File: src/rtl/muller_mon_pkg.sv
// Shared types and constants for the Muller C-element handshake monitor.
package muller_mon_pkg;

  // Monitor FSM state; the encoding is visible on state_o.
  typedef enum logic [1:0] {
    StLow  = 2'd0,
    StHigh = 2'd1,
    StErr  = 2'd2
  } mon_state_e;

  // Values reported on err_code_o.
  localparam logic [1:0] ERR_NONE     = 2'd0;
  localparam logic [1:0] ERR_BAD_RISE = 2'd1;
  localparam logic [1:0] ERR_BAD_FALL = 2'd2;
  localparam logic [1:0] ERR_STALL    = 2'd3;

  localparam int unsigned CNT_W_DEFAULT = 16;

endpackage

File: src/rtl/muller_sync2.sv
// Two-flop synchroniser for one asynchronous bit, synchronous active-high reset to 0.
module muller_sync2 (
  input  logic clk,
  input  logic rst,
  input  logic d,
  output logic q
);

  logic meta;

  // First flop may go metastable; second flop gives the settled value.
  always_ff @(posedge clk) begin
    if (rst) begin
      meta <= 1'b0;
      q    <= 1'b0;
    end else begin
      meta <= d;
      q    <= meta;
    end
  end

endmodule

File: src/rtl/muller_c_hs_monitor.sv
// Clocked 4-phase protocol monitor for a Muller C-element (inputs a, b; output c).
// Counts completed handshakes and latches the first protocol error.
// Optional stall detection is enabled with the MULLER_MON_TIMEOUT_EN macro.
module muller_c_hs_monitor
  import muller_mon_pkg::*;
#(
  parameter int unsigned CNT_W       = CNT_W_DEFAULT,
  parameter int unsigned TIMEOUT_CYC = 1024
) (
  input  logic             wb_clk_i,
  input  logic             wb_rst_i,
  input  logic             a_i,
  input  logic             b_i,
  input  logic             c_i,
  input  logic             clr_i,
  output logic             hs_done_o,
  output logic [CNT_W-1:0] hs_count_o,
  output logic             wrap_o,
  output logic             err_o,
  output logic [1:0]       err_code_o,
  output logic [1:0]       state_o
);

  // Elaboration-time parameter sanity checks.
  if (CNT_W < 2) begin : g_bad_cnt_w
    $error("CNT_W must be at least 2");
  end
  if (TIMEOUT_CYC < 1) begin : g_bad_timeout
    $error("TIMEOUT_CYC must be at least 1");
  end

  logic a_s, b_s, c_s;

  muller_sync2 u_sync_a (
    .clk (wb_clk_i),
    .rst (wb_rst_i),
    .d   (a_i),
    .q   (a_s)
  );

  muller_sync2 u_sync_b (
    .clk (wb_clk_i),
    .rst (wb_rst_i),
    .d   (b_i),
    .q   (b_s)
  );

  muller_sync2 u_sync_c (
    .clk (wb_clk_i),
    .rst (wb_rst_i),
    .d   (c_i),
    .q   (c_s)
  );

  mon_state_e       state;
  logic             hs_done;
  logic [CNT_W-1:0] hs_count;
  logic             wrap;
  logic             err;
  logic [1:0]       err_code;

`ifdef MULLER_MON_TIMEOUT_EN
  localparam int unsigned TW = $clog2(TIMEOUT_CYC + 1);

  logic [TW-1:0] timer;
  logic          stall_cond;

  // Both inputs high but C has not fired: the element is waiting to rise.
  assign stall_cond = (state == StLow) && a_s && b_s && !c_s;
`endif

  // Protocol FSM with counter, sticky flags and stall timer; clr_i beats any FSM event.
  always_ff @(posedge wb_clk_i) begin
    if (wb_rst_i) begin
      state    <= StLow;
      hs_done  <= 1'b0;
      hs_count <= '0;
      wrap     <= 1'b0;
      err      <= 1'b0;
      err_code <= ERR_NONE;
`ifdef MULLER_MON_TIMEOUT_EN
      timer    <= '0;
`endif
    end else if (clr_i) begin
      // Resynchronise to the current C level without recording anything.
      state    <= c_s ? StHigh : StLow;
      hs_done  <= 1'b0;
      hs_count <= '0;
      wrap     <= 1'b0;
      err      <= 1'b0;
      err_code <= ERR_NONE;
`ifdef MULLER_MON_TIMEOUT_EN
      timer    <= '0;
`endif
    end else begin
      hs_done <= 1'b0;
`ifdef MULLER_MON_TIMEOUT_EN
      timer   <= stall_cond ? timer + 1'b1 : '0;
`endif
      case (state)
        StLow: begin
          if (c_s) begin
            if (a_s && b_s) begin
              state <= StHigh;
            end else begin
              state    <= StErr;
              err      <= 1'b1;
              err_code <= ERR_BAD_RISE;
            end
`ifdef MULLER_MON_TIMEOUT_EN
          end else if (stall_cond && (timer == TW'(TIMEOUT_CYC - 1))) begin
            // Timer reaches TIMEOUT_CYC on this edge.
            state    <= StErr;
            err      <= 1'b1;
            err_code <= ERR_STALL;
`endif
          end
        end
        StHigh: begin
          if (!c_s) begin
            if (!a_s && !b_s) begin
              state    <= StLow;
              hs_done  <= 1'b1;
              hs_count <= hs_count + 1'b1;
              if (&hs_count) begin
                wrap <= 1'b1;
              end
            end else begin
              state    <= StErr;
              err      <= 1'b1;
              err_code <= ERR_BAD_FALL;
            end
          end
        end
        default: begin
          // StErr: frozen until clr_i or reset; later violations are ignored.
          state <= StErr;
        end
      endcase
    end
  end

  assign hs_done_o  = hs_done;
  assign hs_count_o = hs_count;
  assign wrap_o     = wrap;
  assign err_o      = err;
  assign err_code_o = err_code;
  assign state_o    = state;

endmodule

File: config.mk
export PLATFORM = sky130hd
export DESIGN_NAME = muller_c_hs_monitor
export DESIGN_NICKNAME = d
export VERILOG_FILES = /design/src/rtl/muller_mon_pkg.sv /design/src/rtl/muller_sync2.sv /design/src/rtl/muller_c_hs_monitor.sv
export SDC_FILE = /design/constraint.sdc
export NUM_CORES = 1
export LEC_CHECK = 0
export BUFFER_PORTS_ARGS = -buffer_cell sky130_fd_sc_hd__buf_4
export CORE_UTILIZATION = 35
export DETAILED_ROUTE_END_ITERATION = 6
export SLEW_MARGIN = 10
export SYNTH_ARGS = -nofsm -noshare
export SYNTH_HDL_FRONTEND = slang
export SYNTH_HIERARCHICAL = 1
export SYNTH_SLANG_ARGS = --single-unit
File: constraint.sdc
create_clock -name wb_clk_i -period 2.3 [get_ports wb_clk_i]
set_input_delay 0.345 -clock wb_clk_i [delete_from_list [all_inputs] [get_ports wb_clk_i]]
set_output_delay 0.345 -clock wb_clk_i [all_outputs]
set_load 0.1 [all_outputs]
=== Yosys cells after proc, flatten, opt, wreduce, memory -nomap -nowiden ===
Index checks and enable logic that the tools add are counted.

* Add/subtract/negate cells: 1
* Multipliers: 0
* Divide/modulo/power cells: 0
* Order comparisons: 0
* Eq/ne operators: 7
* Shift-type cells: 0
* Multiplexer cells: 18
* Bitwise logic cells: 2
* Reduce and logical (&&, ||, !) cells: 12

{| class="wikitable"
|+ Operators by type and width
! cell !! number
|-
| $reduce_and A19 Y1 || 1
|-
| $mux W2 || 9
|-
| $add A16 B1 Y16 const B || 1
|-
| $pmux W2 S2 || 2
|-
| $mux W1 || 6
|-
| $ne A2 B2 Y1 const B || 3
|-
| $reduce_and A5 Y1 || 1
|-
| $reduce_or A4 Y1 || 1
|-
| $ne A3 B2 Y1 const B || 1
|-
| $ne A3 B3 Y1 const B || 1
|-
| $reduce_and A3 Y1 || 1
|-
| $eq A2 B1 Y1 const B || 1
|-
| $logic_and A1 B1 Y1 || 2
|-
| $logic_not A1 Y1 || 2
|-
| $logic_not A2 Y1 || 1
|-
| $ne A2 B1 Y1 const B || 1
|-
| $not A1 Y1 || 2
|-
| $pmux W1 S2 || 1
|-
| $reduce_and A2 Y1 || 1
|-
| $reduce_bool A2 Y1 || 1
|-
| $reduce_or A2 Y1 || 1
|}

* Bits in registers: 29
* Latch bits: 0
* Bits in writable memories: 0
* Memory bits (read-only): 0
* Bits of input ports: 6
* Output and inout bits: 23
* Word-level logic and storage cells: 52
* Memories kept: 0

=== Logic depth before layout (Yosys ltp) ===
Gate-level depths: netlist (run 1).

* Word-level depth: 6
* Mapped depth: 6
* Depth with buffers taken out: 5

=== Cells and area by module ===
Netlist (run 1), hierarchy kept.

{| class="wikitable"
|+ Modules (own cells, without submodules)
! module !! times used !! cells an instance !! area each (µm²) !! seq. area each (µm²)
|-
| muller_c_hs_monitor || 1 || 119 || 1,001.0 || 460.4
|-
| muller_sync2 || 3 || 4 || 52.6 || 40.0
|}

=== Worst setup path before layout (run 1) ===
Ideal clock, no wire load.

* Path kind: reg-to-reg
* Start: register hs_count[0], in the netlist hs_count_o[0]
* End: register hs_count[14], in the netlist hs_count_o[14]
* Library setup time: 0.070 ns
* Arrival time: 2.509 ns
* Data required time: 2.230 ns
* Setup slack: -0.280 ns
* Cell stages (with the launch flop): 7
* Period minus slack after synthesis: 2.580 ns
* Cells stage by stage: dfxtp_1 -> ha_1 -> nand2_1 -> or4_1 -> clkbuf_2 -> or4_1 -> a21oi_1

* Word-level cells in the longest chain between the ends: 1

{| class="wikitable"
|+ RTL lines
! what !! RTL line !! source
|-
| from (decl) || muller_c_hs_monitor.sv:57 || <nowiki>logic [CNT_W-1:0] hs_count;</nowiki>
|-
| from (signal assigned) || muller_c_hs_monitor.sv:124 || <nowiki>hs_count <= hs_count + 1'b1;</nowiki>
|-
| $add A16 B1 Y16 || muller_c_hs_monitor.sv:124 ||
|}

Every way passes these cells.
A chain may end at the register's enable or synchronous reset.

=== Worst setup path in the final report (run 1) ===
* Start: register state[1], in the netlist state_o[1]
* End: register hs_count[14], in the netlist hs_count_o[14]

* Word-level cells in the longest chain between the ends: 2

{| class="wikitable"
|+ RTL lines
! what !! RTL line !! source
|-
| from (decl) || muller_c_hs_monitor.sv:55 || <nowiki>mon_state_e state;</nowiki>
|-
| from (signal assigned) || muller_c_hs_monitor.sv:75 || <nowiki>state <= StLow;</nowiki>
|-
| from (signal assigned) || muller_c_hs_monitor.sv:86 || <nowiki>state <= c_s ? StHigh : StLow;</nowiki>
|-
| from (signal assigned) || muller_c_hs_monitor.sv:104 || <nowiki>state <= StHigh;</nowiki>
|-
| $eq A2 B1 Y1 || muller_c_hs_monitor.sv:100 || <nowiki>case (state)</nowiki>
|-
| $reduce_and A3 Y1 (no line) || -- ||
|}

Every way passes these cells.

==> results of run 1 <==
-- timing repair --
item,in CTS,in global routing
resized for setup,0,1
buffers inserted,0,0
endpoints found under the setup margin,0,1
-- layout make-up --
class | instances | area, um^2 | share of cell area, %
tap | 44 | 55.1 | 3.69
clock inverter | 3 | 17.5 | 1.17
timing repair buffer | 30 | 225 | 15.1
multi-input combinational | 95 | 554 | 37.2
sequential | 29 | 591 | 39.6
clock buffer | 5 | 37.5 | 2.52
inverter | 3 | 11.3 | 0.755
-- layer usage --
layer | up-vias | global-route usage [%] | part of all wire (%)
met5 | - | 0 | 0
met4 | 0 | 6.98 | 1.9
met3 | 7 | 6.99 | 5.6
met2 | 27 | 23.9 | 45
met1 | 466 | 17.6 | 47
li1 | 537 | - | -
-- layout by cell type, fill, tap and decap left out --
cell type and instances:
and3_1 1, a41oi_1 1, nor2_1 16, or2_2 2, nor4_1 4, clkbuf_4 5
clkinv_2 2, clkinvlp_4 1, inv_1 3, o21a_1 1, a41o_1 3, dfxtp_2 8
nor3_1 3, or3_1 5, and4_1 1, xnor2_1 6, o211a_1 1, nor3b_1 1
or4_1 2, xor2_1 1, a21oi_1 9, nand3_1 5, a31oi_1 4, nand4_1 4
or4_4 1, dfxtp_1 21, o21ai_0 5, o31ai_1 1, ha_1 1, nand2_1 11
nor2b_1 6, buf_4 30
-- flip-flops by register name, indices dropped and copies added, names as in the netlist --
register       count
err_code_o         2
u_sync_b/q         1
state_o            2
hs_done_o          1
u_sync_a/meta      1
u_sync_c/meta      1
hs_count_o        16
u_sync_a/q         1
u_sync_c/q         1
wrap_o             1
err_o              1
u_sync_b/meta      1
-- worst max-delay path, stage by stage, from the launching register on --
cell	delay, ps
dfxtp_2	360
or4_1	550
or4_4	570
or4_1	410
a21oi_1	160
-- cell families after synthesis --
group                      Yosys count
AOI/OAI and AO/OA                   25
xor gates and xnor gates             7
adders and majority gates            1
buffers and inverters                7
DFF                                 29
and+or+nand+nor                     62
-- path summary, 6_finish.rpt --
check                start              to  slack (ps)  depth (start not counted)
max             state_o[1]  hs_count_o[14]         180                          4
min                    c_i   u_sync_c/meta         230                          2
min reg2reg  u_sync_b/meta      u_sync_b/q         440                          1
max reg2reg     state_o[1]  hs_count_o[14]         180                          4
-- per-stage QoR --
stage | hold WS, ps | area [um^2] | instances | util, %
2_1_floorplan | 414 | 1170 | 131 | -
3_3_place_gp | 425 | 1430 | 201 | 46.2
3_5_place_dp | 422 | 1430 | 201 | 46.2
4_1_cts | 209 | 1490 | 209 | 47.9
5_1_grt | 213 | 1490 | 209 | 48.1
6_report | 227 | 1490 | 209 | 48.1
-- power breakdown --
group / internal, mW / leakage [nW] / switching [mW]
Clock: 0.115 / 0.0310 / 0.176
Combinational: 0.0179 / 0.326 / 0.0347
Sequential: 0.509 / 0.239 / 0.00434
Total: 0.641 / 0.596 / 0.215
==> impl_metrics.tcl, run 1 <==
set metrics [dict create \
    outcome "finished, final reports clean" \
    hold_buffers 0 \
    grt_pass1_wl_mm 3.95 \
    synthFlopType "dfxtp_1" \
    synth_edf_count 0 \
    yosysMostFrequentCell "dfxtp_1" \
    endpoint_kind "flop" \
    portBuffers 28 \
    vias 1037 \
    critPathMaxFanout 7 \
    ir_drop_mv 0.466 \
    grt_usage_pct 15.2 \
    required_ps 2560 \
    synth_area_leaders "dfxtp_1 (50%), nor2_1 (5.2%), xnor2_1 (4.5%)" \
    route.detailed.wl_per_inst_um 11.1 \
    row_count 20 \
    chipHeight_um 59.5 \
    ios 29 \
    seq_area_frac_synth_pct 50.1 \
    path_class "flop to flop" \
    slew_viol_final 0 \
    setup_ws_ps 183 \
    initialDrtViolationCount 33 \
    synth-xor-area-share_pct 5.29 \
    leakage_nw 0.596 \
    synthAdderAreaFrac_pct 1.08 \
    pre_cts_ws_ps 126 \
    synth.cell_area_um2 1160 \
    rsz0062_at_grt "no" \
    cts_root_buf "clkbuf_4" \
    syn_to_final_growth_pct 28.7 \
    synth_top_area_share_pct 50.1 \
    gp_congestion 0.776 \
    cts_num_sinks 29 \
    p_total_mw 0.857 \
    die-area_um2 3540 \
    hold_viol_final 0 \
    antenna_left 0 \
    grt_overflow 0 \
    final_layout_size_suffix_gt1_share_pct 29.7 \
    vias_per_cell 4.96 \
    synthMuxAreaShare_pct 0 \
    tightest_slew_ps 417 \
    syn_area_per_cell_um2 8.84 \
    ys_types 29 \
    path_clk_slew_ps 90 \
    synth_top_family_by_area "simple AND/OR/NAND/NOR gates" \
    clock_skew_ps 9.95 \
    initial_utilization_pct 37.3 \
    numCtsBuffers 5 \
    antenna_cells 0 \
    relSlewSlack_pct 71.9 \
    antenna_found_initial 0 \
    synth_compound_area_share_pct 13.7 \
    yosys.area_share.simple_pct 27.4 \
    drt-total-wl_mm 2.32 \
    drv_cap 0 \
    final.period_utilization_pct 92.0 \
    grt_max_degree 21 \
    grt_pass1_vias 978 \
    worstPathArrival_ps 2370 \
    finalNetCount 171 \
    ys_warn_count 6 \
    syn-num-nets 138 \
    setup_viol 0 \
    final.min_clock_period_ps 2120 \
    synth_seq_cells 29 \
    postSynthCellCount 131 \
    drcViolationCount 0 \
    crit_path_start_kind "flop" \
    synth_commonest_cells "dfxtp_1 (29), nor2_1 (16), nand2_1 (11)" \
    htree_levels 2 \
    synth_top_area_cell "dfxtp_1" \
    hp-class "input port to flop" \
    core_area_um2 3100 \
    clock_latency_ps 320 \
    fill_cells 316 \
    cts_tree "built" \
    async_reset_ff_share_pct 0 \
    cts_max_path_buffers 2 \
    drt_pass1_iterations 4 \
    dpl.hpwl_mm 1.69 \
    fp.dieW_um 59.5 \
    power_density_nw_per_um2 574 \
    fmax_mhz 472 \
    setup_tns_ps 0 \
]
Power figures use the tool's default switching activity.
==> run 2: changes to the inputs <==
--- a/config.mk
+++ b/config.mk
@@ -8,6 +8,7 @@
 export BUFFER_PORTS_ARGS = -buffer_cell sky130_fd_sc_hd__buf_4
 export CORE_UTILIZATION = 35
 export DETAILED_ROUTE_END_ITERATION = 6
+export MAX_ROUTING_LAYER = met4
 export SLEW_MARGIN = 10
 export SYNTH_ARGS = -nofsm -noshare
 export SYNTH_HDL_FRONTEND = slang
==> run 2 against run 1 <==
Clock skew about the same. Worst setup slack barely moved. Via count is the same. Total power hardly changed. Sequential share of layout area is the same. Cell count is the same. Sequential power about the same. Critical endpoint unchanged. Largest cell class unchanged. Highest routed layer unchanged.
==> impl_metrics.tcl, run 2 (same netlist as run 1, synthesis figures left out) <==
set metrics [dict create \
    outcome "finished, final reports clean" \
    grt_pass1_vias 977 \
    final_cells 209 \
    path_clk_slew_ps 90 \
    chipHeight_um 59.5 \
    crit_path_start_kind "flop" \
    cts_num_sinks 29 \
    final.period_utilization_pct 92.1 \
    initial_utilization_pct 37.3 \
    setup_viol 0 \
    vias_per_cell 4.96 \
    postLayoutCoreUtil_pct 48.1 \
    initialDrtViolationCount 33 \
    clock_latency_ps 320 \
    grtUsageMet2_pct 23.9 \
    final.min_clock_period_ps 2120 \
    gp_congestion 0.787 \
    grt_usage_pct 15.6 \
    vias 1037 \
    clock_skew_ps 9.95 \
    core_area_um2 3100 \
    portBuffers 28 \
    grt_overflow 0 \
    power_density_nw_per_um2 574 \
    busiest_layer "met2" \
    tightest_slew_ps 417 \
    fp.dieW_um 59.5 \
    hold_viol_final 0 \
    dpl.hpwl_mm 1.69 \
    antenna_found_initial 0 \
    drt_pass1_iterations 4 \
    antenna_cells 0 \
    htree_levels 2 \
    syn_to_final_growth_pct 28.7 \
    cts_tree "built" \
    worstPathArrival_ps 2370 \
    rsz0062_at_grt "no" \
    cts_root_buf "clkbuf_4" \
    ir_drop_mv 0.466 \
    final_common_cell "buf_4" \
    drcViolationCount 0 \
    die-area_um2 3540 \
    path_class "flop to flop" \
    route.detailed.wl_per_inst_um 11.1 \
    final_layout_size_suffix_gt1_share_pct 29.7 \
    numCtsBuffers 5 \
    drt-total-wl_mm 2.32 \
    required_ps 2560 \
    finalNetCount 171 \
    fmax_mhz 472 \
    drv_cap 0 \
    grt_max_degree 21 \
    grt.met3_usage_pct 6.99 \
    row_count 20 \
    dpl.cell_count 201 \
    hp-class "input port to flop" \
    largest_reg_flops 16 \
    grt_pass1_wl_mm 3.96 \
    antenna_left 0 \
    relSlewSlack_pct 71.9 \
    endpoint_kind "flop" \
    use_met1_pct 17.6 \
    cts_max_path_buffers 2 \
    slew_viol_final 0 \
    critPathMaxFanout 7 \
    leakage_nw 0.596 \
    final_cell_mix "buf_4 (30), dfxtp_1 (21), nor2_1 (16)" \
    ios 29 \
]
[run 2: cell counts in the layout (fill, tap and decap cells not counted)]
No cell type changed its count.
[run 2: repair_timing]
item | CTS | global route
hold buffers | 0 | 0
setup endpoints to repair | 0 | 1
setup buffers | 0 | 0
resized for setup | 0 | 1
[run 2: area by class of cell]
type | instances | area (um^2)
repair buffers | 30 | 225
clock inverters | 3 | 17.5
multi-input cells | 95 | 554
well taps | 44 | 55.1
clock buffers | 5 | 37.5
inverters | 3 | 11.3
fillers | 316 | 1610
flip-flops and latches | 29 | 591
[run 2: final timing paths]
path                 startpoint  slack, ps             end  depth (start not counted)
setup reg to reg     state_o[1]        180  hs_count_o[14]                          4
hold reg to reg   u_sync_b/meta        440      u_sync_b/q                          1
hold / removal              c_i        230   u_sync_c/meta                          2
setup / recovery     state_o[1]        180  hs_count_o[14]                          4
[run 2: per-layer routing]
metal / part of all wire (%) / up-vias
met5: 0 / -
met3: 5.6 / 7
li1: - / 537
met2: 45 / 27
met1: 47 / 466
met4: 1.9 / 0
[run 2: metrics by stage]
step | TNS [ps] | setup WS, ps | cell area (um^2) | power [mW] | hold slack [ps]
CTS | 0 | 100 | 1490 | 0.873 | 209
global route | 0 | 87.0 | 1490 | 0.899 | 213
finish | 0 | 183 | 1490 | 0.857 | 227
global placement | 0 | 189 | 1430 | 0.577 | 425
detailed placement | 0 | 126 | 1430 | 0.578 | 422
floorplan | -5.20 | -5.20 | 1170 | 0.559 | 414
[run 2: worst max-delay path, cell delays in order (launching register included)]
cell and delay, ps:
dfxtp_2 360, or4_1 550, or4_4 570, or4_1 410
a21oi_1 160
[run 2: where the power goes]
part / switching, mW / total, mW / internal, mW
combinational: 0.0347 / 0.0526 / 0.0179
sequential: 0.00435 / 0.513 / 0.509
clock: 0.176 / 0.291 / 0.115
total: 0.215 / 0.857 / 0.641
